==> config.mk <==
export PLATFORM = sky130hd
export DESIGN_NAME = fifo_rd_adapter
export DESIGN_NICKNAME = d
export VERILOG_FILES = /design/src/rtl/fifo_pkg.sv /design/src/rtl/fifo_rd_skid.sv /design/src/rtl/fifo_rd_adapter.sv
export SDC_FILE = /design/constraint.sdc
export NUM_CORES = 1
export LEC_CHECK = 0
export ABC_CLOCK_PERIOD_IN_PS = 1700
export BUFFER_PORTS_ARGS = -buffer_cell sky130_fd_sc_hd__buf_2
export CORE_MARGIN = 2
export CORE_UTILIZATION = 46
export DETAILED_ROUTE_END_ITERATION = 10
export GPL_TIMING_DRIVEN = 0
export PLACE_DENSITY_LB_ADDON = 0.1
export RECOVER_POWER = 100
export SYNTH_ARGS = -nofsm -noshare
export SYNTH_HDL_FRONTEND = slang
export SYNTH_SLANG_ARGS = --single-unit
==> constraint.sdc <==
create_clock -name clk_i -period 1.7 [get_ports clk_i]
set_input_delay 0 -clock clk_i [delete_from_list [all_inputs] [get_ports clk_i]]
set_output_delay 0 -clock clk_i [all_outputs]
set_load 0.1 [all_outputs]
==> src/rtl/fifo_pkg.sv <==
// Types and helpers shared by the synchronous FIFO and its read-side adapter.
package fifo_pkg;

  localparam int BEAT_CNT_W = 32;

  typedef logic [BEAT_CNT_W-1:0] beat_cnt_t;

  function automatic int ptr_w(int depth);
    return $clog2(depth);
  endfunction

endpackage

==> src/rtl/fifo_rd_skid.sv <==
// Small circular skid buffer: absorbs FIFO words already in flight while the
// downstream stream is stalled, presenting the oldest word as head_data.
module fifo_rd_skid
  import fifo_pkg::*;
#(
  parameter int DATA_WIDTH = 16,
  parameter int BUF_DEPTH  = 2,
  localparam int PW = ptr_w(BUF_DEPTH)
) (
  input  logic                  clk_i,
  input  logic                  rst_i,
  input  logic                  push,
  input  logic [DATA_WIDTH-1:0] push_data,
  input  logic                  pop,
  output logic [DATA_WIDTH-1:0] head_data,
  output logic [PW:0]           occupancy
);

  localparam logic [PW:0] DEPTH_V = (PW+1)'(BUF_DEPTH);

  logic [DATA_WIDTH-1:0] mem [BUF_DEPTH];
  logic [PW-1:0]         wr_ptr;
  logic [PW-1:0]         rd_ptr;

  always_ff @(posedge clk_i) begin
    if (rst_i) begin
      wr_ptr    <= '0;
      rd_ptr    <= '0;
      occupancy <= '0;
    end else begin
      if (push) wr_ptr <= wr_ptr + 1'b1;
      if (pop)  rd_ptr <= rd_ptr + 1'b1;
      occupancy <= occupancy + (PW+1)'(push) - (PW+1)'(pop);
    end
  end

  // Storage carries no reset; the occupancy gate below hides stale entries.
  always_ff @(posedge clk_i) begin
    if (push) mem[wr_ptr] <= push_data;
  end

  assign head_data = (occupancy != '0) ? mem[rd_ptr] : '0;

  a_no_overflow: assert property (@(posedge clk_i) disable iff (rst_i)
    !(occupancy == DEPTH_V && push && !pop));
  a_occ_bound: assert property (@(posedge clk_i) disable iff (rst_i)
    occupancy <= DEPTH_V);

endmodule

==> src/rtl/fifo_rd_adapter.sv <==
// Turns a synchronous FIFO's read port into a valid/ready stream at one word per cycle.
// Optional beat counter output enabled by defining FIFO_RD_ADAPTER_BEAT_CNT_EN.
module fifo_rd_adapter
  import fifo_pkg::*;
#(
  parameter int DATA_WIDTH = 16,
  parameter int BUF_DEPTH  = 2
) (
  input  logic                  clk_i,
  input  logic                  rst_i,
  input  logic                  fifo_empty_i,
  input  logic [DATA_WIDTH-1:0] fifo_rd_data_i,
  output logic                  fifo_rd_en_o,
  output logic                  m_valid_o,
  input  logic                  m_ready_i,
`ifdef FIFO_RD_ADAPTER_BEAT_CNT_EN
  output beat_cnt_t             beat_cnt_o,
`endif
  output logic [DATA_WIDTH-1:0] m_data_o
);

  localparam int PW = ptr_w(BUF_DEPTH);
  localparam int CW = PW + 2;
  localparam logic signed [CW-1:0] DEPTH_S = CW'(BUF_DEPTH);

  logic                  pop;
  logic                  inflight_vld_p1;
  logic [PW:0]           occupancy;
  logic [DATA_WIDTH-1:0] head_data;
  logic signed [CW-1:0]  credit;

  assign m_valid_o = (occupancy != '0);
  assign pop       = m_valid_o & m_ready_i;
  assign m_data_o  = head_data;

  // Slots still free once this cycle's pop leaves; may go to -1 transiently.
  assign credit = DEPTH_S - $signed({1'b0, occupancy})
                - $signed(CW'(inflight_vld_p1)) + $signed(CW'(pop));

  assign fifo_rd_en_o = !rst_i & !fifo_empty_i & !credit[CW-1] & (credit != '0);

  // p0 -> p1: read issued; FIFO data arrives with inflight_vld_p1
  always_ff @(posedge clk_i) begin
    if (rst_i) inflight_vld_p1 <= 1'b0;
    else       inflight_vld_p1 <= fifo_rd_en_o;
  end

  fifo_rd_skid #(
    .DATA_WIDTH (DATA_WIDTH),
    .BUF_DEPTH  (BUF_DEPTH)
  ) u_skid (
    .clk_i     (clk_i),
    .rst_i     (rst_i),
    .push      (inflight_vld_p1),
    .push_data (fifo_rd_data_i),
    .pop       (pop),
    .head_data (head_data),
    .occupancy (occupancy)
  );

`ifdef FIFO_RD_ADAPTER_BEAT_CNT_EN
  always_ff @(posedge clk_i) begin
    if (rst_i)    beat_cnt_o <= '0;
    else if (pop) beat_cnt_o <= beat_cnt_o + 1'b1;
  end
`endif

endmodule
==> impl_results.md <==
- Initial Util: 0.491
- Yosys reg bits: 38
- Nets in the synthesized netlist: 122
- Number of buffers inserted during clock tree synthesis: 5
- Critical Path Start Type: flop
- Total area of sequential cells: about 1100 um^2
- H-Tree Depth: 2
- Final wirelength: around 2900 um
- Final critical-path required period: 2.11 ns
- Fraction of final layout cells sized beyond drive strength 1: 0.424
- Post-Route Skew: between 0.008 and 0.009 ns
- Later-pin clock latency in the skew report: between 0.3 and 0.4 ns
- Worst slew pin tran: 0.832 ns
- Post-route DRC violation count: 0
- Final antenna diode count: 0
- Vias in the first global route: 1030
- Synth unique cells: 17
- Post-DRT Antenna Nets: 0
- Total track usage: 0.171
- CP Capture Type: output port
- Final HPWL from detailed placement: 1810 um
- Area overhead of the layout relative to synthesis: 43.6%
- Length in cells of the worst reg-to-reg path: 4
- Via count normalized by instance count: 4.71
- Avg Inst Size Synth: ~16 um^2
- Chip Width: 61.6 um
- Portion of the clock cycle consumed by the worst path in the final layout: 1.24
- TritonCTS clock tree: done
- Area of the mapped netlist: 1520 um^2
- Most common cell after layout, fill and taps aside: sky130_fd_sc_hd__edfxtp_1
- Max frequency: ~470 MHz
- Number of detailed-route iterations in the first pass: 4
- Violations in the final reports: setup timing
- Ports: 38
- Category of the critical setup timing path: reg -> out
- Highest-count cells in the layout ignoring fill and taps: sky130_fd_sc_hd__edfxtp_1, sky130_fd_sc_hd__dlygate4sd3_1, sky130_fd_sc_hd__mux2i_1, sky130_fd_sc_hd__nor2_2
- Critical path data arrival time: 2.11 ns
- RSZ-0062 raised after global routing: true
- Final number of hold-violating endpoints: 0
- Combined area of the multi-input logic cells: 480 um^2
- Top fanout value on the critical path: 3
- Floorplan die height: 61.6 um
- Status: finished, violations left
- Worst hold-check path type: in -> reg
- Buffers added on ports: 37
- Number of fillers in the final layout: 247
- Wire length of the first global-routing pass: 4370 um
- Number of standard cells after synthesis: approximately 100
- CTS sink cnt: 38
- Core footprint: slightly above 3000 um^2
- Hold worst-path end: u_skid.rd_ptr
- Post-route cell area: around 2200 um^2
- Max-slew violation count: 0
- Startpoint of the worst register-to-register path: u_skid.occupancy[1]
- Min-Delay Startpoint: m_ready_i
- Via count: 985
- Residual overflow from global routing: 0
- Portion of the post-synthesis area used by sequential elements: 0.709
- Reg2Reg Setup Slack: approximately 0.090 ns
- Net count of the finished layout: 188
- Smallest setup slack after layout: -0.409 ns
- Max-cap violation count: 0
- RD Place Congestion: 0.718
- Site Rows: 20
- Routed len/inst: ~14 um
- Start point of the critical path: u_skid.occupancy[1]
- First-iteration detailed-routing DRC count: 24
- Buffer depth of the longest clock path: 2
- Reg-to-Reg End: inflight_vld_p1
- Die area: between 3000 and 4000 um^2
- Final setup violation count: 1
- Synth warnings: 0
- Number of instances on the worst hold path: 4
- Worst max-slew margin expressed relative to the limit: 0.445
- Required @ worst endpoint: 1.70 ns
- CTS clock-pin slew for the worst setup and hold paths: 0.09 ns
- Maximum number of pins on one net before global-route repair: 17
- Cell area after placement: ~1800 um^2
- Antenna violations before repair: 0
- Clk root buf: sky130_fd_sc_hd__clkbuf_4
==> per-layer routing <==
layer  up-vias  wire length, um  track usage
met2        31             1620        0.308
met5         -                0            0
met1       463             1090        0.170
met4         0               86        0.109
li1        482                -            -
met3         9              125       0.0483
==> logic make-up after synthesis <==
family / after synthesis / synth area share
DFF: 38 / 0.709
xor gates and xnor gates: 2 / 0.0205
muxes: 18 / 0.120
adders and majority gates: 4 / 0.0378
buffers and inverters: 9 / 0.0320
and+or+nand+nor: 24 / 0.0641
AOI/OAI and AO/OA: 3 / 0.0164
==> per-stage QoR <==
| stage | worst slack (ns) | instances | setup TNS, ns | hold slack, ns | util |
|---|---|---|---|---|---|
| after floorplan | -0.655 | 98 | -0.655 | 0.0627 | - |
| after global placement | -0.252 | 179 | -4.04 | 0.189 | 0.596 |
| after detailed placement | -0.287 | 179 | -4.28 | 0.193 | 0.596 |
| after CTS | -0.421 | 209 | -0.421 | 0.153 | 0.701 |
| after global routing | -0.486 | 209 | -0.547 | 0.174 | 0.705 |
| final | -0.409 | 209 | -0.409 | 0.176 | 0.705 |
==> flip-flops by register name, indices dropped and copies added, names as in the netlist, named ones only <==
name / flops
inflight_vld_p1: 1
u_skid.mem: 32
u_skid.occupancy: 2
u_skid.rd_ptr: 1
u_skid.wr_ptr: 1
==> critical path, stage by stage (launching register included) <==
cell and delay, ns:
sky130_fd_sc_hd__dfxtp_4 0.36, sky130_fd_sc_hd__o21a_4 0.22, sky130_fd_sc_hd__fa_2 0.53, sky130_fd_sc_hd__inv_2 0.05, sky130_fd_sc_hd__a2111oi_4 0.35, sky130_fd_sc_hd__buf_6 0.27
==> cell type report <==
type,instances,share of cell area
well taps,44,0.0252
clock buffers,5,0.0172
multi-input cells,51,0.220
repair buffers,59,0.190
clock inverters,3,0.0292
plain buffers,3,0.0120
flip-flops and latches,38,0.496
inverters,6,0.0103
==> worst max-delay path by stage <==
stage | endpoint | slack (ns) | depth (start not counted)
2_1_floorplan | fifo_rd_en_o | -0.66 | 5
3_3_place_gp | fifo_rd_en_o | -0.25 | 6
3_5_place_dp | fifo_rd_en_o | -0.29 | 6
4_1_cts | fifo_rd_en_o | -0.42 | 5
5_1_grt | fifo_rd_en_o | -0.49 | 5
6_report | fifo_rd_en_o | -0.41 | 5
==> timing repair <==
action                                  in CTS  in global routing
buffers inserted                             4                  0
hold buffers                                18                  0
endpoints found under the setup margin      27                 12
gates resized for setup                      6                 12
hold endpoints to repair                    36                  0
pin swaps                                    3                  0
==> synth_stat cells <==
cell	number	area share
sky130_fd_sc_hd__mux2_2	2	0.015
sky130_fd_sc_hd__nor2_2	1	0.0041
sky130_fd_sc_hd__and2_1	1	0.0041
sky130_fd_sc_hd__buf_6	1	0.0074
sky130_fd_sc_hd__o21a_1	1	0.0049
sky130_fd_sc_hd__a2111oi_0	2	0.011
sky130_fd_sc_hd__xnor3_1	1	0.015
sky130_fd_sc_hd__nor2_1	21	0.052
sky130_fd_sc_hd__fa_1	1	0.013
sky130_fd_sc_hd__dfxtp_1	6	0.079
sky130_fd_sc_hd__xnor2_1	1	0.0057
sky130_fd_sc_hd__buf_4	2	0.0098
sky130_fd_sc_hd__mux2i_1	16	0.11
sky130_fd_sc_hd__edfxtp_1	32	0.63
sky130_fd_sc_hd__nor2b_1	1	0.0041
sky130_fd_sc_hd__inv_1	6	0.015
sky130_fd_sc_hd__ha_1	3	0.025
Power is not shown: default switching activity piles up to over one toggle a cycle in this logic, so the estimate is an artifact.
